<file path="src/rtl/complete_queue.sv">
// complete_queue: buffered completion stage between the EX units and the ROB.
// Up to N_IN completion lanes per cycle are compacted in lane order into a
// circular queue. Up to N_OUT of the oldest entries drain per cycle as ROB
// update lanes. Upstream backpressure (ex_stall) depends only on registered
// occupancy. A flush (or reset) discards every queued entry.
module complete_queue #(
    parameter int N_IN      = 2,
    parameter int N_OUT     = 2,
    parameter int DEPTH     = 8,
    parameter int ROB_IDX_W = 6,
    parameter int ADDR_W    = 32
) (
    input  logic                               clock,
    input  logic                               reset,
    input  logic [N_IN-1:0]                    ex_valid,
    input  logic [N_IN-1:0][ROB_IDX_W-1:0]     ex_rob_idx,
    input  logic [N_IN-1:0]                    ex_branch_valid,
    input  logic [N_IN-1:0]                    ex_branch_taken,
    input  logic [N_IN-1:0][ADDR_W-1:0]        ex_branch_target,
    output logic                               ex_stall,
    input  logic                               rob_stall,
    input  logic                               flush,
    output logic [N_OUT-1:0]                   upd_valid,
    output logic [N_OUT-1:0][ROB_IDX_W-1:0]    upd_idx,
    output logic [N_OUT-1:0]                   upd_branch_taken,
    output logic [N_OUT-1:0][ADDR_W-1:0]       upd_branch_targets,
    output logic [$clog2(DEPTH):0]             occupancy
);

    localparam int PTR_W = $clog2(DEPTH);
    localparam int CNT_W = PTR_W + 1;

    // Queue storage (data only, never reset)
    logic [ROB_IDX_W-1:0] r_idx    [DEPTH];
    logic                 r_taken  [DEPTH];
    logic [ADDR_W-1:0]    r_target [DEPTH];

    // Control state
    logic [PTR_W-1:0] r_head;
    logic [PTR_W-1:0] r_tail;
    logic [CNT_W-1:0] r_count;

    logic             w_enq_en;
    logic             w_deq_ok;
    logic [CNT_W-1:0] w_enq_n;
    logic [CNT_W-1:0] w_deq_n;
    logic [PTR_W-1:0] w_wr_ptr [N_IN];

    // Conservative stall: only registered occupancy is considered, so a
    // dequeue in this same cycle never unblocks the upstream lanes.
    assign ex_stall  = ({1'b0, r_count} + (CNT_W+1)'(N_IN)) > (CNT_W+1)'(DEPTH);
    assign occupancy = r_count;

    // Flush and reset both win over enqueue and dequeue.
    assign w_enq_en = reset & ~flush & ~ex_stall;
    assign w_deq_ok = reset & ~flush & ~rob_stall;

    // Compaction: each valid lane goes to tail plus the number of valid lanes below it.
    always_comb begin : enq_ctrl
        logic [CNT_W-1:0] w_ofs;
        w_ofs = '0;
        for (int i = 0; i < N_IN; i++) begin
            w_wr_ptr[i] = r_tail + w_ofs[PTR_W-1:0];
            if (ex_valid[i]) begin
                w_ofs = w_ofs + CNT_W'(1);
            end
        end
        w_enq_n = w_enq_en ? w_ofs : '0;
    end

    // Dequeue count: as many of the oldest entries as lanes allow.
    always_comb begin
        w_deq_n = '0;
        if (w_deq_ok) begin
            w_deq_n = (r_count < CNT_W'(N_OUT)) ? r_count : CNT_W'(N_OUT);
        end
    end

    // Update lanes: show entry head+j when present, else drive zeros.
    always_comb begin : upd_drive
        logic [PTR_W-1:0] w_rd_ptr;
        upd_valid          = '0;
        upd_idx            = '0;
        upd_branch_taken   = '0;
        upd_branch_targets = '0;
        w_rd_ptr           = '0;
        for (int j = 0; j < N_OUT; j++) begin
            w_rd_ptr = r_head + PTR_W'(j);
            if (w_deq_ok && (CNT_W'(j) < r_count)) begin
                upd_valid[j]          = 1'b1;
                upd_idx[j]            = r_idx[w_rd_ptr];
                upd_branch_taken[j]   = r_taken[w_rd_ptr];
                upd_branch_targets[j] = r_target[w_rd_ptr];
            end
        end
    end

    // Pointer and count update; reset and flush clear the queue.
    always_ff @(posedge clock) begin
        if (!reset || flush) begin
            r_head  <= '0;
            r_tail  <= '0;
            r_count <= '0;
        end else begin
            r_head  <= r_head + w_deq_n[PTR_W-1:0];
            r_tail  <= r_tail + w_enq_n[PTR_W-1:0];
            r_count <= r_count + w_enq_n - w_deq_n;
        end
    end

    // Entry write with sanitising: non-branch completions store taken=0, target=0.
    always_ff @(posedge clock) begin
        for (int i = 0; i < N_IN; i++) begin
            if (w_enq_en && ex_valid[i]) begin
                r_idx[w_wr_ptr[i]]    <= ex_rob_idx[i];
                r_taken[w_wr_ptr[i]]  <= ex_branch_valid[i] & ex_branch_taken[i];
                r_target[w_wr_ptr[i]] <= ex_branch_valid[i] ? ex_branch_target[i] : '0;
            end
        end
    end

`ifndef SYNTHESIS
    a_count_max: assert property (@(posedge clock) disable iff (!reset)
        r_count <= CNT_W'(DEPTH));
    a_no_enq_stall: assert property (@(posedge clock) disable iff (!reset)
        ex_stall |-> (w_enq_n == '0));
`endif

endmodule

</file>
<file path="config.mk">
export PLATFORM = sky130hd
export DESIGN_NAME = complete_queue
export DESIGN_NICKNAME = d
export VERILOG_FILES = /design/src/rtl/complete_queue.sv
export SDC_FILE = /design/constraint.sdc
export NUM_CORES = 1
export LEC_CHECK = 0
export CORE_ASPECT_RATIO = 0.9
export CORE_MARGIN = 4
export CORE_UTILIZATION = 50
export CTS_CLUSTER_DIAMETER = 50
export CTS_CLUSTER_SIZE = 24
export DETAILED_ROUTE_END_ITERATION = 6
export GPL_TIMING_DRIVEN = 0
export MAX_ROUTING_LAYER = met4
export PLACE_DENSITY = 0.71
export SETUP_SLACK_MARGIN = 0.02
export SLEW_MARGIN = 15
export SYNTH_ARGS = -nofsm -noshare
export SYNTH_HDL_FRONTEND = slang
export SYNTH_SLANG_ARGS = --single-unit
</file>
<file path="constraint.sdc">
create_clock -name clock -period 10.8 [get_ports clock]
set_clock_uncertainty 0.2 [all_clocks]
set_input_delay 1.62 -clock clock [delete_from_list [all_inputs] [get_ports clock]]
set_output_delay 1.62 -clock clock [all_outputs]
set_load 0.01 [all_outputs]
</file>
After elaboration in Yosys (flattened, before gate mapping)

Memory sizes are Yosys's and may differ from the RTL's. A register that Yosys moved wholly into a read port is not among the register bits.
Index checks and enable logic that the tools add are counted.

Latch bits: 0
Logic and storage cells: 54
Memories: 3
Register bits: 10
Bits in writable memories: 312
Output and inout bits: 85
Bits in read-only memories: 0
Bits of input ports: 86

Divide/modulo/power cells: 0
Reductions and logical operators: 6
Add/sub/neg operators: 8
$lt $le $gt $ge: 4
Bitwise gates (word level): 8
$mul: 0
Shift-type cells: 0
Mux-type cells: 22
Eq/ne operators: 0

Memories:

| name     | depth | width | read ports | clocked after memory_dff | wr ports | RTL line | text |
|---|---|---|---|---|---|---|---|
| r_target | 8     | 32    | 2          | 1                        | 2        | 36       | `logic [ADDR_W-1:0] r_target [DEPTH];` |
| r_idx    | 8     | 6     | 2          | 1                        | 2        | 34       | `logic [ROB_IDX_W-1:0] r_idx [DEPTH];` |
| r_taken  | 8     | 1     | 2          | 1                        | 2        | 35       | `logic r_taken [DEPTH];` |

Operators with widths:

| operator                                                                     | count |
|---|---|
| 32-bit two-way mux                                                           | 4 |
| 4-bit two-way mux                                                            | 4 |
| 6-bit two-way mux                                                            | 2 |
| 3-bit adder                                                                  | 3 |
| 1-bit two-way mux                                                            | 9 |
| 3-bit two-way mux                                                            | 3 |
| 1-bit by 4-bit less-than comparator with 1-bit output, first input constant  | 2 |
| 4-bit by 2-bit adder with 5-bit output, second input constant                | 1 |
| 1-bit bitwise AND                                                            | 5 |
| 5-bit by 4-bit > comparator with 1-bit output, second input constant         | 1 |
| 4-bit by 1-bit adder with 4-bit output, second input constant                | 1 |
| 4-bit adder                                                                  | 1 |
| 1-bit logical AND                                                            | 4 |
| 4-bit by 2-bit less-than comparator with 1-bit output, second input constant | 1 |
| 4-bit subtractor                                                             | 1 |
| 3-bit by 1-bit adder with 3-bit output, second input constant                | 1 |
| 1-bit NOT                                                                    | 3 |
| 1-bit zero test                                                              | 1 |
| 1-bit logical OR                                                             | 1 |

Longest topological paths before layout

Depth in word-level cells: 7
Mapped depth: 13

Least setup slack after synthesis

OpenSTA, ideal clock, no wires.

Path kind: input to register
Start point: in ex_valid[0]
End point: mem r_idx[2][0], enable pin
Arrival: 4.422 ns
Buffers on the path: 1
Path slack: 5.729 ns
Stages on the path: 5
Path through: ha_1 nor4bb_1 buf_1 nand3_1 a21oi_1

RTL lines:

| element         | RTL line | text |
|---|---|---|
| start, declared | 15       | `input logic [N_IN-1:0] ex_valid,` |
| end, declared   | 34       |  |

==> impl_results.md <==
- Status: complete, no violations
- Hold depth: 3
- Critical Path Sink Type: output pin
- Multi-input gate area: 8720 um2
- Via/cell ratio: 6.42
- Async SR Flop Fraction: 0
- Clk slew on worst S/H paths: 0.06 ns
- Post-synthesis cell count: 1,259
- Die Area: 40,700 um2
- R2R setup slack: 7.24 ns
- Largest net degree at the start of global routing: 21
- Synth Area in Adders: 0.0123
- Final ANT Viol Nets: 0
- Fillers: 2,823
- # IOs: 171
- Max FO, Critical Path: 10
- TritonCTS Buffers: 37
- Worst hold path class: register to register
- Most frequent cells in the layout: 312 x edfxtp_1, 303 x mux2i_1, 168 x clkdlybuf4s50_1
- Worst Tran Pin Value: 1.12 ns
- Crit path kind: input port to output pin
- EDFF count, synth: 312
- Cell row count: 67
- Postcts setup bufs: 0
- R2R Path Start: occupancy[2]
- Via count: 12.8k
- Maximum VDD drop: 0.133 mV
- Met2 Use GR: 0.462
- DP Wirelength: 37,600 um
- Combinational family with the most area after synthesis: multiplexers
- M3 GR Usage: 0.0459
- Layout cell share with drive strength beyond 1: 0.231
- R2R cell count: 13
- CTS tree: built
- First-pass GRT wire length: 83,900 um
- CTS Sinks: 322
- Post-synth top flop: edfxtp_1
- Setup TNS: 0 ns
- Grt peak-use layer: met2
- Endpoint, Worst Hold: r_tail[2]
- Root Driver: clkbuf_16
- Post-Synth XOR/XNOR Area: 0.00420
- Period minus WS final: 6.53 ns
- Avg WL per Cell: 28.6 um
- Initial core utilization: 0.506
- Drt first pass iters: 5
- Area Overhead vs Synth: 21.6%
- Worst setup margin: 4.27 ns
- Post-layout util: 0.615
- Leak Pwr: 8.09 nW
- PortBufs: 168
- Synth cell types: 35
- Number of global-route vias before repair: 13.1k
- Hold Startpoint: r_tail[2]
- Htree depth: 2
- # DRC: 0
- Clock Path Buffers: 3
- Core ar.: 37,100 um2
- Syn avg cell area: 14.9 um2
- Number of synthesized register bits: 322
- Iter 0 DRT Violations: 1,563
- Pre-CTS setup slack: 4.38 ns
- Resize count post-CTS: 0
- Startpoint types: input port
- Mux contribution to synthesized area: 0.377
- Register area: 9570 um2
- Max Fclk: 153 MHz
- Crit path required time: 8.98 ns
- Compound-Gate Fraction of Synth Area: 0.0149
- Endpoints failing hold: 0
- Post-Synthesis Cell Area: 18,800 um2
- Syn Nets: 1,361
- Power density cells: 129 nW/um2
- Initial antenna violation count: 0
- Die W: 212 um
- Rel. slew slack: 0.255
- Tot GR Track Use: 0.288
- Hold-fix buffers, CTS: 0
- Met1 GRT Util: 0.391
- Worst path arrival time: 4.71 ns
- Reported max-cap violation count: 0
- Commonest non-fill, non-tap cell in the layout: edfxtp_1
- Total grt overflow: 0
- Unrepaired setup endpoints after global routing: no
- Routed WL: 57,100 um
- Ys Warns: 0
- Reg-to-reg endpoint: occupancy[3]
- Final GP Congestion: 0.889
- Seq/Total Area, Yosys: 0.510
- Final slew viol count: 0
- Die height: 192 um
- Simple-Gate Fraction of Synth Area: 0.0519
- Tcrit/Tclk final: 0.605
- Final setup viols: 0
- Nets: 1,585
- Clk_lat worst skew: 0.52 ns
- Antenna cells: 0
report_power, final:
part           internal, mW  switching, mW
clock network         0.767          0.544
registers              1.39        0.00830
logic                 0.111          0.130
worst max-delay path, stage by stage:
cell and delay (ns):
clkdlybuf4s50_1 0.61, nand2b_1 0.15, clkbuf_1 0.38, nor2_1 0.15, o21ai_1 0.35, clkbuf_1 0.65
nor2_1 0.24, clkdlybuf4s50_1 0.55
cell type report:
cell class	instances	area share
buffer	102	0.0219
clock buffer	42	0.0432
clock inverter	26	0.0122
inverter	15	0.00247
multi-input combinational	820	0.382
sequential	322	0.419
tap	483	0.0265
timing repair buffer	185	0.0926
cells by family (layout without fill, tap and decap cells):
kind of cell             after synthesis  in the layout
AND/OR/NAND/NOR                      237            237
multiplexers                         507            507
AO/OA/AOI/OAI                         51             51
adder cells (fa/ha/maj)               16             16
buffers and inverters                117            370
flip-flops                           322            322
XOR/XNOR                               9              9
sequential cells by signal, summed over array words and instances, names as in the netlist:
name and cells:
occupancy 4, r_head 3, r_idx 48, r_tail 3
r_taken 8, r_target 256
cells in the mapped netlist (2+ instances only):
cell,number,area [um2]
a21oi_1,44,220
a22oi_1,2,15.0
a32oi_1,2,17.5
and2_1,5,31.3
and3_1,2,12.5
and4b_1,2,20.0
buf_1,12,45.0
buf_2,43,215
buf_4,9,67.6
buf_6,4,45.0
clkbuf_1,34,128
dfxtp_1,10,200
edfxtp_1,312,9370
fa_1,4,80.1
ha_1,12,150
inv_1,14,52.6
mux2_2,48,541
mux2i_1,303,3030
mux4_2,156,3510
nand2_1,149,559
nand2b_1,3,18.8
nand3_1,11,55.1
nor2_1,55,206
nor2b_1,4,25.0
nor3_1,2,10.0
xnor2_1,7,61.3
xor2_1,2,17.5
per-layer routing:
layer  wire length [um]  part of all wire  vias up
met1              23000              0.40     6624
met5                  0                 0        -
li1                   -                 -     5421
met3               4940             0.086       99
met2              27800              0.49      661
met4               1430             0.025        0
worst max-delay path by stage:
stage	start	endpoint	slack [ns]	cells past startpoint
6_report	flush	upd_branch_targets[28]	4.27	8
5_1_grt	flush	upd_branch_targets[28]	4.23	8
4_1_cts	flush	upd_branch_targets[28]	4.36	8
3_5_place_dp	flush	upd_branch_targets[28]	4.38	8
3_3_place_gp	ex_valid[0]	r_target[2][4]	2.64	6
2_1_floorplan	ex_valid[0]	r_idx[2][0]	5.73	5
per-stage QoR:
step           cells  hold WS [ns]  power (mW)  area, um2
2_1_floorplan   1259         0.398        1.55      18800
3_5_place_dp    1926         0.456        1.66      21600
6_report        1995         0.471        2.95      22800
4_1_cts         1994         0.474        2.95      22800
3_3_place_gp    1910         0.432        1.65      21100
5_1_grt         1995         0.517        3.03      22800
Note: power is estimated with default switching activity, not from simulation.
